<file path="config.mk">
export PLATFORM = sky130hd
export DESIGN_NAME = memory_stage
export DESIGN_NICKNAME = d
export VERILOG_FILES = /design/src/rtl/memory_stage_pkg.sv /design/src/rtl/memory_stage_load_align.sv /design/src/rtl/memory_stage.sv
export SDC_FILE = /design/constraint.sdc
export NUM_CORES = 1
export LEC_CHECK = 0
export BUFFER_PORTS_ARGS = -buffer_cell sky130_fd_sc_hd__buf_2
export CAP_MARGIN = 10
export CORE_AREA = 5 5 195 197
export CTS_CLUSTER_SIZE = 28
export DETAILED_ROUTE_END_ITERATION = 10
export DIE_AREA = 0 0 200 202
export SLEW_MARGIN = 20
export SYNTH_ARGS = -nofsm -noshare
export SYNTH_HDL_FRONTEND = slang
export SYNTH_SLANG_ARGS = --single-unit
</file>
<file path="constraint.sdc">
create_clock -name clk -period 5.1 [get_ports clk]
set_clock_uncertainty 0.05 [all_clocks]
set_input_delay 0 -clock clk [delete_from_list [all_inputs] [get_ports clk]]
set_output_delay 0 -clock clk [all_outputs]
set_load 0.005 [all_outputs]
</file>
<file path="src/rtl/memory_stage_pkg.sv">
// Shared definitions for the memory stage: bus field widths, bus layouts
// and load mem_type codes.
package memory_stage_pkg;

    localparam int unsigned PB_WID    = 38;
    localparam int unsigned CSR_WID   = 79;
    localparam int unsigned DCNT_WID  = 2;
    localparam int unsigned ECODE_WID = 8;
    localparam int unsigned ESUB_WID  = 1;
    localparam int unsigned DEST_WID  = 5;
    localparam int unsigned MTYPE_WID = 3;

    localparam int unsigned EM_WID    = PB_WID + CSR_WID + 86;
    localparam int unsigned MW_WID    = PB_WID + CSR_WID + 112;
    localparam int unsigned MFWD_WID  = 38;

    localparam logic [MTYPE_WID-1:0] LD_B  = 3'd0;
    localparam logic [MTYPE_WID-1:0] LD_H  = 3'd1;
    localparam logic [MTYPE_WID-1:0] LD_W  = 3'd2;
    localparam logic [MTYPE_WID-1:0] LD_BU = 3'd4;
    localparam logic [MTYPE_WID-1:0] LD_HU = 3'd5;

    // Execute -> Memory payload. The listed fields fill 85 bits of the
    // 86-bit bus; the top bit is zero-extension from Execute's concatenation.
    typedef struct packed {
        logic                  rsvd;
        logic [PB_WID-1:0]     pb;
        logic [31:0]           pc;
        logic [31:0]           alu_result;
        logic                  gr_we;
        logic [DEST_WID-1:0]   dest;
        logic                  mem_re;
        logic [MTYPE_WID-1:0]  mem_type;
        logic                  req_sent;
        logic                  ex;
        logic [ECODE_WID-1:0]  ecode;
        logic [ESUB_WID-1:0]   esubcode;
        logic [CSR_WID-1:0]    csr;
    } em_bus_t;

    // Memory -> Writeback payload.
    typedef struct packed {
        logic [PB_WID-1:0]     pb;
        logic [31:0]           pc;
        logic [31:0]           final_result;
        logic                  gr_we;
        logic [DEST_WID-1:0]   dest;
        logic [31:0]           vaddr;
        logic                  ex;
        logic [ECODE_WID-1:0]  ecode;
        logic [ESUB_WID-1:0]   esubcode;
        logic [CSR_WID-1:0]    csr;
    } mw_bus_t;

endpackage

</file>
<file path="src/rtl/memory_stage_load_align.sv">
// Load data alignment and sign/zero extension.
// Ports: mem_type - load kind, sel - address low bits,
//        data - raw 32-bit SRAM word, result - aligned 32-bit value.
module memory_stage_load_align
    import memory_stage_pkg::*;
(
    input  logic [MTYPE_WID-1:0] mem_type,
    input  logic [1:0]           sel,
    input  logic [31:0]          data,
    output logic [31:0]          result
);

    logic [7:0]  byte_sel;
    logic [15:0] half_sel;

    // Lane select
    always_comb begin
        byte_sel = data[7:0];
        case (sel)
            2'd0: byte_sel = data[7:0];
            2'd1: byte_sel = data[15:8];
            2'd2: byte_sel = data[23:16];
            2'd3: byte_sel = data[31:24];
            default: byte_sel = data[7:0];
        endcase
        half_sel = sel[1] ? data[31:16] : data[15:0];
    end

    // Extension; unknown encodings behave as a full word
    always_comb begin
        result = data;
        case (mem_type)
            LD_B:    result = {{24{byte_sel[7]}}, byte_sel};
            LD_H:    result = {{16{half_sel[15]}}, half_sel};
            LD_W:    result = data;
            LD_BU:   result = {24'd0, byte_sel};
            LD_HU:   result = {16'd0, half_sel};
            default: result = data;
        endcase
    end

endmodule

</file>
<file path="src/rtl/memory_stage.sv">
// Memory stage of the 5-stage in-order pipeline: waits for data-SRAM load
// responses, aligns load data, forms final_result, forwards to Decode and
// discards responses owed to flushed loads.
// Ports: clk/rstn; EM_valid/EM_BUS/M_allowin from Execute; MW_valid/MW_BUS/
// W_allowin to Writeback; data_sram_data_ok/rdata load response; ex_en flush;
// Mfwd_BUS forward to Decode; M_load_pending load in flight.
// Optional: define MEM_PERF_CNT_EN to add load_stall_cnt (stall cycle count).
module memory_stage
    import memory_stage_pkg::*;
(
    input  logic                clk,
    input  logic                rstn,
    input  logic                EM_valid,
    input  logic [EM_WID-1:0]   EM_BUS,
    output logic                M_allowin,
    output logic                MW_valid,
    output logic [MW_WID-1:0]   MW_BUS,
    input  logic                W_allowin,
    input  logic                data_sram_data_ok,
    input  logic [31:0]         data_sram_rdata,
    input  logic                ex_en,
    output logic [MFWD_WID-1:0] Mfwd_BUS,
`ifdef MEM_PERF_CNT_EN
    output logic [31:0]         load_stall_cnt,
`endif
    output logic                M_load_pending
);

    em_bus_t             em_in;
    em_bus_t             em_q;
    mw_bus_t             mw;
    logic                m_valid;
    logic [31:0]         rdata_buf;
    logic                data_have;
    logic [DCNT_WID-1:0] dcnt;
    logic                dcnt_zero;
    logic                m_ready_go;
    logic                capture;
    logic                dcnt_inc;
    logic                dcnt_dec;
    logic [31:0]         ld_data;
    logic [31:0]         aligned;
    logic [31:0]         final_result;
    logic                unused_bits;

    assign em_in       = em_bus_t'(EM_BUS);
    assign unused_bits = em_q.rsvd;

    // Handshake
    assign dcnt_zero  = (dcnt == '0);
    assign m_ready_go = !em_q.mem_re || em_q.ex || !em_q.req_sent || data_have
                        || (data_sram_data_ok && dcnt_zero);
    assign M_allowin  = !m_valid || (m_ready_go && W_allowin);
    assign MW_valid   = m_valid && m_ready_go;

    assign M_load_pending = m_valid && em_q.mem_re && em_q.req_sent && !data_have;

    // A response with dcnt!=0 belongs to an older, flushed load
    assign capture  = M_load_pending && data_sram_data_ok && dcnt_zero;
    assign dcnt_inc = ex_en && M_load_pending && !(data_sram_data_ok && dcnt_zero);
    assign dcnt_dec = data_sram_data_ok && !dcnt_zero;

    // Pipeline register
    always_ff @(posedge clk or negedge rstn) begin
        if (!rstn) begin
            m_valid <= 1'b0;
            em_q    <= '0;
        end else if (ex_en) begin
            m_valid <= 1'b0;
            em_q    <= '0;
        end else if (M_allowin) begin
            m_valid <= EM_valid;
            if (EM_valid) begin
                em_q <= em_in;
            end
        end
    end

    // Response buffer for data that arrives while Writeback is stalled
    always_ff @(posedge clk or negedge rstn) begin
        if (!rstn) begin
            rdata_buf <= '0;
            data_have <= 1'b0;
        end else begin
            if (capture) begin
                rdata_buf <= data_sram_rdata;
            end
            if (ex_en || M_allowin) begin
                data_have <= 1'b0;
            end else if (capture) begin
                data_have <= 1'b1;
            end
        end
    end

    // Outstanding responses still owed to flushed loads
    always_ff @(posedge clk or negedge rstn) begin
        if (!rstn) begin
            dcnt <= '0;
        end else if (dcnt_inc && !dcnt_dec) begin
            dcnt <= dcnt + DCNT_WID'(1);
        end else if (dcnt_dec && !dcnt_inc) begin
            dcnt <= dcnt - DCNT_WID'(1);
        end
    end

    // Same-cycle response bypasses the buffer
    assign ld_data = data_have ? rdata_buf : data_sram_rdata;

    memory_stage_load_align u_load_align (
        .mem_type (em_q.mem_type),
        .sel      (em_q.alu_result[1:0]),
        .data     (ld_data),
        .result   (aligned)
    );

    assign final_result = (em_q.mem_re && !em_q.ex) ? aligned : em_q.alu_result;

    always_comb begin
        mw              = '0;
        mw.pb           = em_q.pb;
        mw.pc           = em_q.pc;
        mw.final_result = final_result;
        mw.gr_we        = em_q.gr_we;
        mw.dest         = em_q.dest;
        mw.vaddr        = em_q.alu_result;
        mw.ex           = em_q.ex;
        mw.ecode        = em_q.ecode;
        mw.esubcode     = em_q.esubcode;
        mw.csr          = em_q.csr;
    end

    assign MW_BUS   = mw;
    assign Mfwd_BUS = {m_valid && em_q.gr_we && !em_q.ex, em_q.dest, final_result};

`ifdef MEM_PERF_CNT_EN
    // Cycles a valid instruction is held waiting for load data
    always_ff @(posedge clk or negedge rstn) begin
        if (!rstn) begin
            load_stall_cnt <= '0;
        end else if (m_valid && !m_ready_go) begin
            load_stall_cnt <= load_stall_cnt + 32'd1;
        end
    end
`endif

endmodule

</file>
==> impl_metrics.py <==
metrics = {
    "clocking": {
        "clockRootBuffer": "clkbuf_16",
        "htreeDepth": 1,
        "ctsResizeCount": 0,
        "clockBufferDepth": 3,
        "path_clk_slew_ns": 0.06,
        "cts_sinks": 238,
        "clk_latency_ns": 0.54,
        "numCtsBuffers": 29,
        "cts_tree": "yes",
    },
    "grt": {
        "grt_first_pass_wirelength_um": 63700,
        "grt-ovfl-total": 0,
        "grt_pass1_vias": 11600,
        "grt_max_degree": 206,
        "antenna_found_initial": 2,
        "grt_usage_pct": 19.4,
    },
    "die": {
        "die_h_um": 202,
        "fp.dieW_um": 200,
        "row_count": 70,
        "io_pins": 511,
        "core_mm2": 0.0361,
        "initial_core_util_pct": 37.4,
        "die_area_mm2": 0.0404,
    },
    "pwr": {
        "p_leak_nw": 9.41,
        "ir_drop_mv": 0.258,
        "power-per-cell-area_mw_per_mm2": 289,
        "power_w": 0.00517,
    },
    "place": {
        "gp_congestion": 0.835,
        "io_buffers": 509,
        "hpwlAfterDp_um": 27400,
    },
    "synth": {
        "synth_warnings": 0,
        "synth_nets": 1630,
        "synth_top_area_share_pct": 44.1,
        "synth.ff_latch_count": 238,
        "ys_top_cells_by_area": "dfrtp_1 (44%), mux2i_1 (16%), buf_4 (13%)",
        "ys.flop_type": "dfrtp_1",
        "synth.cell_area_mm2": 0.0135,
        "ys_types": 42,
        "synth_edf_count": 0,
        "syn-mean-instance-area_um2": 9.72,
        "yosysSeqAreaShare_pct": 44.1,
        "synthCells": 1389,
        "yosys.area.top_type": "dfrtp_1",
        "async_flop_share_pct": 100,
    },
    "critical_path": {
        "crit_start": "data_have",
        "r2r_end": "m_valid",
        "r2r_start": "MW_BUS[88]",
        "crit_fanout": 30,
        "crit_type": "flip-flop to output port",
        "worstRegToRegCells": 6,
        "start_kind": "flip-flop",
        "r2r_slack_ns": 2.30,
        "arrival_ns": 3.21,
        "required_ns": 5.05,
        "end_kind": "output port",
        "crit_path_end": "MW_BUS[158]",
    },
    "hold_path": {
        "hold_class": "primary input to async pin",
    },
    "routing": {
        "viasPerCell": 4.71,
        "drt_pass1_iterations": 5,
        "vias": 11100,
        "ant_nets": 0,
        "wl_per_cell_um": 17.6,
        "drc": 0,
        "finalWirelength_um": 41300,
        "drt_iter0_drc": 562,
    },
    "cells_and_area": {
        "final_cell_mix": "buf_2 (508), nand2_1 (419), dlygate4sd3_1 (241)",
        "drive_above_1_share_pct": 34.0,
        "area_growth_pct": 32.8,
        "fin_nets": 2099,
        "final_common_cell": "buf_2",
    },
    "timing": {
        "min_period_over_period_pct": 63.8,
        "setup_viol": 0,
        "rsz0062_at_grt": "no",
        "fin_setup_tns_ns": 0,
        "fmax_mhz": 307,
        "tightestPinTransition_ns": 0.936,
        "drv_slew": 0,
        "fin_crit_ns": 3.26,
        "slew_headroom_pct": 37.6,
        "final_hold_viol_count": 0,
    },
    "outcome": {
        "status": "finished clean",
    },
    "run": {
        "cap_violations": 0,
    },
}
layout make-up:
type,instances,area (µm²)
Multi-Input combinational cell,826,5280
Timing Repair Buffer,759,5090
Antenna cell,2,5.00
Clock buffer,42,865
Inverter,4,22.5
Sequential cell,238,5960
Clock inverter,10,133
Fill cell,3207,18200
Tap cell,468,586
timing repair:
item	CTS	global route
buffers inserted	0	0
setup endpoints to repair	0	0
endpoints found under the hold margin	338	0
hold buffers	241	0
worst min path at each step:
stage	end	cells past startpoint	start	slack (ns)
floorplan	MW_BUS[0]	0	rstn	-0.35
global placement	dcnt[1]	1	rstn	0.05
detailed placement	dcnt[1]	1	rstn	0.06
CTS	dcnt[1]	2	rstn	0.06
global route	dcnt[1]	2	rstn	0.1
finish	dcnt[1]	2	rstn	0.02
layer usage:
| metal | track usage [%] | up-vias | part of all wire, % |
|---|---|---|---|
| met5 | 0 | - | 0 |
| met4 | 7.40 | 0 | 3.8 |
| met3 | 4.42 | 95 | 7.5 |
| met2 | 33.1 | 412 | 49 |
| met1 | 23.8 | 5282 | 40 |
| li1 | - | 5276 | - |
cell usage after synthesis (2+ instances only):
master and n:
a31oi_1 12, mux2_2 58, dfrtp_1 238, nor2_1 26
nand2b_1 4, a22oi_1 4, o21ai_0 6, o31ai_1 2
buf_2 8, nand2_1 419, mux2_1 2, a211oi_1 2
buf_6 22, nand3_1 3, a21oi_1 31, o21ai_1 2
mux4_2 4, and3_1 2, o22ai_1 9, inv_1 3
mux2i_1 210, nor3b_1 2, buf_4 236, clkbuf_1 55
nor3_1 3, nor2b_1 7, a222oi_1 4
sequential cells by signal (all words and copies together) (netlist names):
name       count
MW_BUS       197
rdata_buf     32
em_q           5
dcnt           2
data_have      1
m_valid        1
cell families (layout without fill, tap and decap cells):
logic type      Yosys count  count (layout)  synth area share (%)
flops                   238             238                  44.1
mux                     274             274                  21.2
other cells               0               2                     0
buf+inv                 325             815                  16.9
compound gates           81              81                  4.04
simple gates            471             471                  13.7
worst max-delay path, stage by stage (launching register included):
cell,delay (ns)
dfrtp_2,0.51
buf_4,0.45
mux4_2,0.59
and3_1,0.21
a31oi_4,0.42
a31oi_1,0.27
buf_2,0.19
metrics by stage:
| stage | std cells | hold slack, ns | instance area, µm² | utilization [%] | worst slack [ns] |
|---|---|---|---|---|---|
| after floorplan | 1389 | -0.346 | 13500 | - | 3.20 |
| after global placement | 2054 | 0.0468 | 14500 | 40.2 | 2.42 |
| after detailed placement | 2054 | 0.0599 | 14500 | 40.2 | 2.43 |
| after CTS | 2347 | 0.0595 | 17900 | 49.7 | 1.83 |
| after global routing | 2348 | 0.0981 | 17900 | 49.7 | 1.69 |
| final | 2349 | 0.0243 | 17900 | 49.7 | 1.84 |
report_power, final:
part / internal, W / switching, W / leakage, nW
combinational: 0.000474 / 0.000462 / 5.72
clock: 0.00132 / 0.000817 / 0.497
sequential: 0.00201 / 0.0000865 / 3.19
Power figures use the tool's default switching activity.
